--- src/rtl/io_device_port.sv ---
// Device-side end of the INPR/FGI and OUTR/FGO handshake: a keyboard input FIFO
// that feeds INPR, and an output path that models printer busy time before the byte is offered.
module io_device_port #(
    parameter int DATA_W    = 8,
    parameter int IN_DEPTH  = 4,
    parameter int OUT_DELAY = 3
) (
    input  logic              i_clk,
    input  logic              i_reset,
    input  logic [DATA_W-1:0] i_kbd_data,
    input  logic              i_kbd_valid,
    output logic              o_kbd_ready,
    output logic [DATA_W-1:0] o_inpr_data,
    output logic              o_fgi,
    input  logic              i_fgi_clr,
    input  logic [DATA_W-1:0] i_outr_data,
    output logic              o_fgo,
    input  logic              i_fgo_clr,
    output logic [DATA_W-1:0] o_prn_data,
    output logic              o_prn_valid,
    input  logic              i_prn_ready,
    input  logic              i_irq_en,
    output logic              o_int_req,
    output logic              o_overrun
);

    localparam int PTR_W = (IN_DEPTH > 1) ? $clog2(IN_DEPTH) : 1;
    localparam int CNT_W = PTR_W + 1;
    localparam int BSY_W = $clog2(OUT_DELAY + 1);

    typedef enum logic {
        IN_IDLE = 1'b0,
        IN_FULL = 1'b1
    } in_state_t;

    typedef enum logic [1:0] {
        OUT_READY = 2'd0,
        OUT_WAIT  = 2'd1,
        OUT_SEND  = 2'd2
    } out_state_t;

    logic [DATA_W-1:0] r_mem [IN_DEPTH];
    logic [PTR_W-1:0]  r_wr_ptr;
    logic [PTR_W-1:0]  r_rd_ptr;
    logic [CNT_W-1:0]  r_count;
    in_state_t         r_in_state;
    out_state_t        r_out_state;
    logic [BSY_W-1:0]  r_busy_cnt;
    logic [DATA_W-1:0] r_inpr_data;
    logic              r_fgi;
    logic              r_fgo;
    logic [DATA_W-1:0] r_prn_data;
    logic              r_prn_valid;
    logic              r_overrun;

    logic              w_full;
    logic              w_empty;
    logic              w_push;
    logic              w_pop;
    logic [CNT_W-1:0]  w_count_next;
    in_state_t         w_in_next;
    logic              w_fgi_next;
    logic [DATA_W-1:0] w_inpr_next;
    out_state_t        w_out_next;
    logic [BSY_W-1:0]  w_busy_next;
    logic              w_fgo_next;
    logic              w_pv_next;
    logic [DATA_W-1:0] w_pd_next;
    logic              w_ovr_next;

    assign w_full   = (r_count == CNT_W'(IN_DEPTH));
    assign w_empty  = (r_count == {CNT_W{1'b0}});
    // A full FIFO refuses the byte; the keyboard holds it until space frees up.
    assign w_push   = i_kbd_valid & ~w_full;

    assign o_kbd_ready = ~w_full;
    assign o_inpr_data = r_inpr_data;
    assign o_fgi       = r_fgi;
    assign o_fgo       = r_fgo;
    assign o_prn_data  = r_prn_data;
    assign o_prn_valid = r_prn_valid;
    assign o_overrun   = r_overrun;
    assign o_int_req   = i_irq_en & (r_fgi | r_fgo);

    // FIFO occupancy update for push, pop, or both together.
    always_comb begin
        w_count_next = r_count;
        case ({w_push, w_pop})
            2'b10:   w_count_next = r_count + CNT_W'(1);
            2'b01:   w_count_next = r_count - CNT_W'(1);
            default: w_count_next = r_count;
        endcase
    end

    // Input FSM: move the FIFO head into INPR whenever the CPU has consumed the last byte.
    always_comb begin
        w_in_next   = r_in_state;
        w_pop       = 1'b0;
        w_fgi_next  = r_fgi;
        w_inpr_next = r_inpr_data;
        case (r_in_state)
            IN_IDLE: begin
                if (!w_empty) begin
                    w_pop       = 1'b1;
                    w_inpr_next = r_mem[r_rd_ptr];
                    w_fgi_next  = 1'b1;
                    w_in_next   = IN_FULL;
                end else begin
                    w_in_next   = IN_IDLE;
                end
            end
            IN_FULL: begin
                if (i_fgi_clr) begin
                    w_fgi_next = 1'b0;
                    w_in_next  = IN_IDLE;
                end else begin
                    w_in_next  = IN_FULL;
                end
            end
            default: begin
                w_fgi_next = 1'b0;
                w_in_next  = IN_IDLE;
            end
        endcase
    end

    // Output FSM: capture OUTR, count down device busy time, then offer the byte to the printer.
    always_comb begin
        w_out_next  = r_out_state;
        w_busy_next = r_busy_cnt;
        w_fgo_next  = r_fgo;
        w_pv_next   = r_prn_valid;
        w_pd_next   = r_prn_data;
        // A write while the device is busy is flagged but never disturbs the byte in flight.
        w_ovr_next  = r_overrun | (i_fgo_clr & ~r_fgo);
        case (r_out_state)
            OUT_READY: begin
                if (i_fgo_clr) begin
                    w_pd_next   = i_outr_data;
                    w_fgo_next  = 1'b0;
                    w_busy_next = BSY_W'(OUT_DELAY);
                    w_out_next  = OUT_WAIT;
                end else begin
                    w_out_next  = OUT_READY;
                end
            end
            OUT_WAIT: begin
                if (r_busy_cnt == BSY_W'(1)) begin
                    w_pv_next   = 1'b1;
                    w_out_next  = OUT_SEND;
                end else begin
                    w_busy_next = r_busy_cnt - BSY_W'(1);
                    w_out_next  = OUT_WAIT;
                end
            end
            OUT_SEND: begin
                if (i_prn_ready) begin
                    w_pv_next  = 1'b0;
                    w_fgo_next = 1'b1;
                    w_out_next = OUT_READY;
                end else begin
                    w_out_next = OUT_SEND;
                end
            end
            default: begin
                w_pv_next  = 1'b0;
                w_fgo_next = 1'b1;
                w_out_next = OUT_READY;
            end
        endcase
    end

    // FIFO storage carries no control meaning, so it is written without reset.
    always_ff @(posedge i_clk) begin
        if (w_push) begin
            r_mem[r_wr_ptr] <= i_kbd_data;
        end
    end

    // Control state, pointers and flags; reset overrides every event in the same cycle.
    always_ff @(posedge i_clk) begin
        if (i_reset) begin
            r_wr_ptr    <= {PTR_W{1'b0}};
            r_rd_ptr    <= {PTR_W{1'b0}};
            r_count     <= {CNT_W{1'b0}};
            r_in_state  <= IN_IDLE;
            r_out_state <= OUT_READY;
            r_busy_cnt  <= {BSY_W{1'b0}};
            r_inpr_data <= {DATA_W{1'b0}};
            r_fgi       <= 1'b0;
            r_fgo       <= 1'b1;
            r_prn_data  <= {DATA_W{1'b0}};
            r_prn_valid <= 1'b0;
            r_overrun   <= 1'b0;
        end else begin
            if (w_push) begin
                r_wr_ptr <= r_wr_ptr + PTR_W'(1);
            end
            if (w_pop) begin
                r_rd_ptr <= r_rd_ptr + PTR_W'(1);
            end
            r_count     <= w_count_next;
            r_in_state  <= w_in_next;
            r_out_state <= w_out_next;
            r_busy_cnt  <= w_busy_next;
            r_inpr_data <= w_inpr_next;
            r_fgi       <= w_fgi_next;
            r_fgo       <= w_fgo_next;
            r_prn_data  <= w_pd_next;
            r_prn_valid <= w_pv_next;
            r_overrun   <= w_ovr_next;
        end
    end

endmodule

--- config.mk ---
export PLATFORM = sky130hd
export DESIGN_NAME = io_device_port
export DESIGN_NICKNAME = d
export VERILOG_FILES = /design/src/rtl/io_device_port.sv
export SDC_FILE = /design/constraint.sdc
export NUM_CORES = 1
export LEC_CHECK = 0
export ABC_AREA = 0
export CAP_MARGIN = 20
export CORE_ASPECT_RATIO = 0.5
export CORE_MARGIN = 4
export CORE_UTILIZATION = 30
export CTS_BUF_LIST = sky130_fd_sc_hd__clkbuf_4 sky130_fd_sc_hd__clkbuf_8
export CTS_CLUSTER_DIAMETER = 40
export DETAILED_ROUTE_END_ITERATION = 16
export PLACE_DENSITY = 0.54
export SYNTH_ARGS = -nofsm -noshare
export SYNTH_HDL_FRONTEND = slang
export SYNTH_SLANG_ARGS = --single-unit
--- constraint.sdc ---
create_clock -name i_clk -period 5.62 [get_ports i_clk]
set_input_delay 1.124 -clock i_clk [delete_from_list [all_inputs] [get_ports i_clk]]
set_output_delay 1.124 -clock i_clk [all_outputs]
set_load 0.01 [all_outputs]
==> flow_summary.toml <==
[floorplanning]
die_y_um = 72.89
ios = 45
rows = 23
core_area_um2 = 8087
fp.dieW_um = 137.8
initial_core_util_pct = 31.24
die_area_um2 = 10040

[sta]
rsz0062_at_grt = "no"
tns_ns = 0
clock_skew_ns = 0.006295
maxSlewViolCount = 0
finalHoldViolations = 0
period_share_pct = 59.44
fmax_mhz = 299.4
setup-violations-final = 0
period_needed_ns = 3.341
worstMarginPinSlew_ns = 0.6988
relSlewSlack_pct = 53.35

[detailed_routing]
wl_per_cell_um = 14.27
dr.pass1.iters = 4
ant_nets = 0
viasPerCell = 4.642
routed-via-count = 1662
wl_um = 5107
drtIter0Drc = 93
drc = 0

[grt]
grt_pass1_wl_um = 8128
gr-total-overflow = 0
grt_pass1_vias = 1587
track_usage_pct = 11.07
grt_max_degree = 32
antenna_found_initial = 0

[synth]
ys.flop_type = "edfxtp_1"
syn-instance-count = 195
synth_top_area_share_pct = 38.04
synth_top_area_cell = "edfxtp_1"
synthesis.nets = 225
yosysSeqAreaShare_pct = 63.40
syn-cell-area_um2 = 2526
yosys-top-cells-area = "edfxtp_1 38%, dfxtp_1 25%, mux4_2 7.1%"
yosys_warnings = 0
synth.ff_latch_count = 64
avgSynthCellArea_um2 = 12.95
synth_cell_type_count = 34
synth_edf_count = 32
async_flop_share_pct = 0

[worst_setup_path]
cp-end-kind = "output port"
crit_chain = "clkdlybuf4s50_1 -> o21a_1 -> clkdlybuf4s50_1"
rrSetupSlack_ns = 3.32
reg2reg_depth = 8
crit_family = "buffers and inverters"
rr_endpoint = "r_count[2]"
r2r_start = "r_count[2]"
worst_ep_required_time_ns = 4.50
slowest_delay_ns = 0.53
critPathLaunchType = "input port"
crit_slowest_cell = "clkdlybuf4s50_1"
crit_start = "i_irq_en"
crit_end = "o_int_req"
crit_type = "in -> out"
arrival_ns = 2.22
cp_num_buf_inv = 2
cp_num_cells = 3
crit_fanout = 1
cpMostUsedCell = "clkdlybuf4s50_1"

[finish]
fin_area_um2 = 3238
fin_nets = 271
antenna_cells = 0
final_layout_size_suffix_gt1_share_pct = 11.79
fin_util_pct = 40.04
syn_to_final_growth_pct = 28.18

[cts]
cts_num_sinks = 64
htree_levels = 3
cts_max_path_buffers = 2
cts_made_buffers = 9
cts_tree = "done"
cts_resized = 0
post_cts_buffers = 0
clockRootBuffer = "clkbuf_8"
clk_latency_ns = 0.34
clk_pin_slew_worst_paths_ns = 0.06
holdBufCountCts = 0

[placement]
gp_congestion = 0.7049
port_buffers = 44
placed_area_um2 = 3069
place.detailed.hpwl_um = 3357

[pwr]
leakage_nw = 1.149
powerDensity_nw_per_um2 = 402.6
ir_worst_vdd_mv = 0.1387

[hold_path]
min_path_type = "reg -> reg"

[run_status]
status = "finished clean"

[job]
cap_viol_max_count = 0
## final cells by class
| class | instances | area [µm²] |
|---|---|---|
| Timing Repair Buffer | 47 | 462.9 |
| Multi-Input combinational cell | 108 | 823.3 |
| Inverter | 11 | 41.29 |
| Sequential cell | 64 | 1602 |
| Clock buffer | 12 | 146.4 |
| Tap cell | 112 | 140.1 |
| Fill cell | 754 | 4848 |
| Clock inverter | 4 | 22.52 |
## flip-flops by register name, summed over array words and instances, names as in the netlist
name / cells
o_fgi: 1
o_fgo: 1
o_inpr_data: 8
o_overrun: 1
o_prn_data: 8
o_prn_valid: 1
r_busy_cnt: 2
r_count: 3
r_in_state: 1
r_mem: 32
r_out_state: 2
r_rd_ptr: 2
r_wr_ptr: 2
## power by group
group,internal (mW),switching [mW]
logic,0.177,0.160
clock network,0.172,0.168
registers,0.564,0.0626
## worst min path at each step
| stage | start | end | slack (ns) | cells after the start |
|---|---|---|---|---|
| floorplan | r_busy_cnt[0] | r_busy_cnt[0] | 0.46 | 1 |
| global placement | o_overrun | o_overrun | 0.45 | 2 |
| detailed placement | o_overrun | o_overrun | 0.46 | 2 |
| CTS | o_overrun | o_overrun | 0.48 | 2 |
| global route | o_inpr_data[7] | o_inpr_data[7] | 0.50 | 2 |
| finish | o_overrun | o_overrun | 0.47 | 2 |
## per-stage QoR
stage	std cells	setup WS [ns]	power [mW]	hold WS [ns]
finish	358	2.280	1.304	0.4664
global route	358	2.238	1.386	0.4969
CTS	358	2.272	1.326	0.4750
detailed placement	342	2.278	0.9793	0.4582
global placement	342	2.281	0.9680	0.4514
floorplan	195	3.061	0.8364	0.4554
## worst reg2reg max path: stages (launching register included)
cell	delay (ns)
dfxtp_1	0.38
or3b_1	0.51
nand2_1	0.12
ha_1	0.18
inv_1	0.06
fa_1	0.37
xor2_1	0.15
or3_1	0.30
a21oi_1	0.15
## cells in the mapped netlist, types with 3 or more instances
master / instances
o21a_1: 3
a21oi_1: 20
nand3_1: 10
nor2_1: 16
dfxtp_1: 32
or3_1: 3
ha_1: 6
o21ai_0: 11
mux4_2: 8
inv_1: 10
edfxtp_1: 32
mux2i_1: 8
clkbuf_1: 5
and3_1: 5
## routing by layer
| layer | track usage (%) | wire length [µm] | up-vias |
|---|---|---|---|
| met2 | 17.71 | 2477 | 41 |
| li1 | - | - | 807 |
| met3 | 4.752 | 326 | 7 |
| met1 | 13.24 | 2222 | 807 |
| met4 | 4.600 | 80 | 0 |
| met5 | 0 | 0 | - |
## layout by cell type (no fill, tap or decap), types with 2 or more instances in the layout
master           netlist  final
clkbuf_4               0      3
mux2i_1                8      8
clkbuf_8               0      9
inv_1                 10     10
edfxtp_1              32     32
nor2_1                16     16
ha_1                   6      6
dfxtp_1               32     32
o21ai_0               11     11
a311oi_1               2      2
and3_1                 5      5
mux4_2                 8      8
xor2_1                 2      2
o21a_1                 3      3
clkinv_2               0      3
nand2_1                2      2
a21oi_1               20     20
a21o_1                 2      2
nand3_1               10     10
or3_1                  3      3
buf_4                  1      3
clkdlybuf4s50_1        0     44
## logic make-up after synthesis
kind of cell,after synthesis,share of synthesized area (%)
compound gates,41,9.559
xor+xnor,2,0.6935
fa+ha+maj,7,3.764
buf+inv,23,4.012
flops,64,63.40
mux,16,10.30
simple gates,42,8.272
Note: power is estimated with default switching activity, not from simulation.
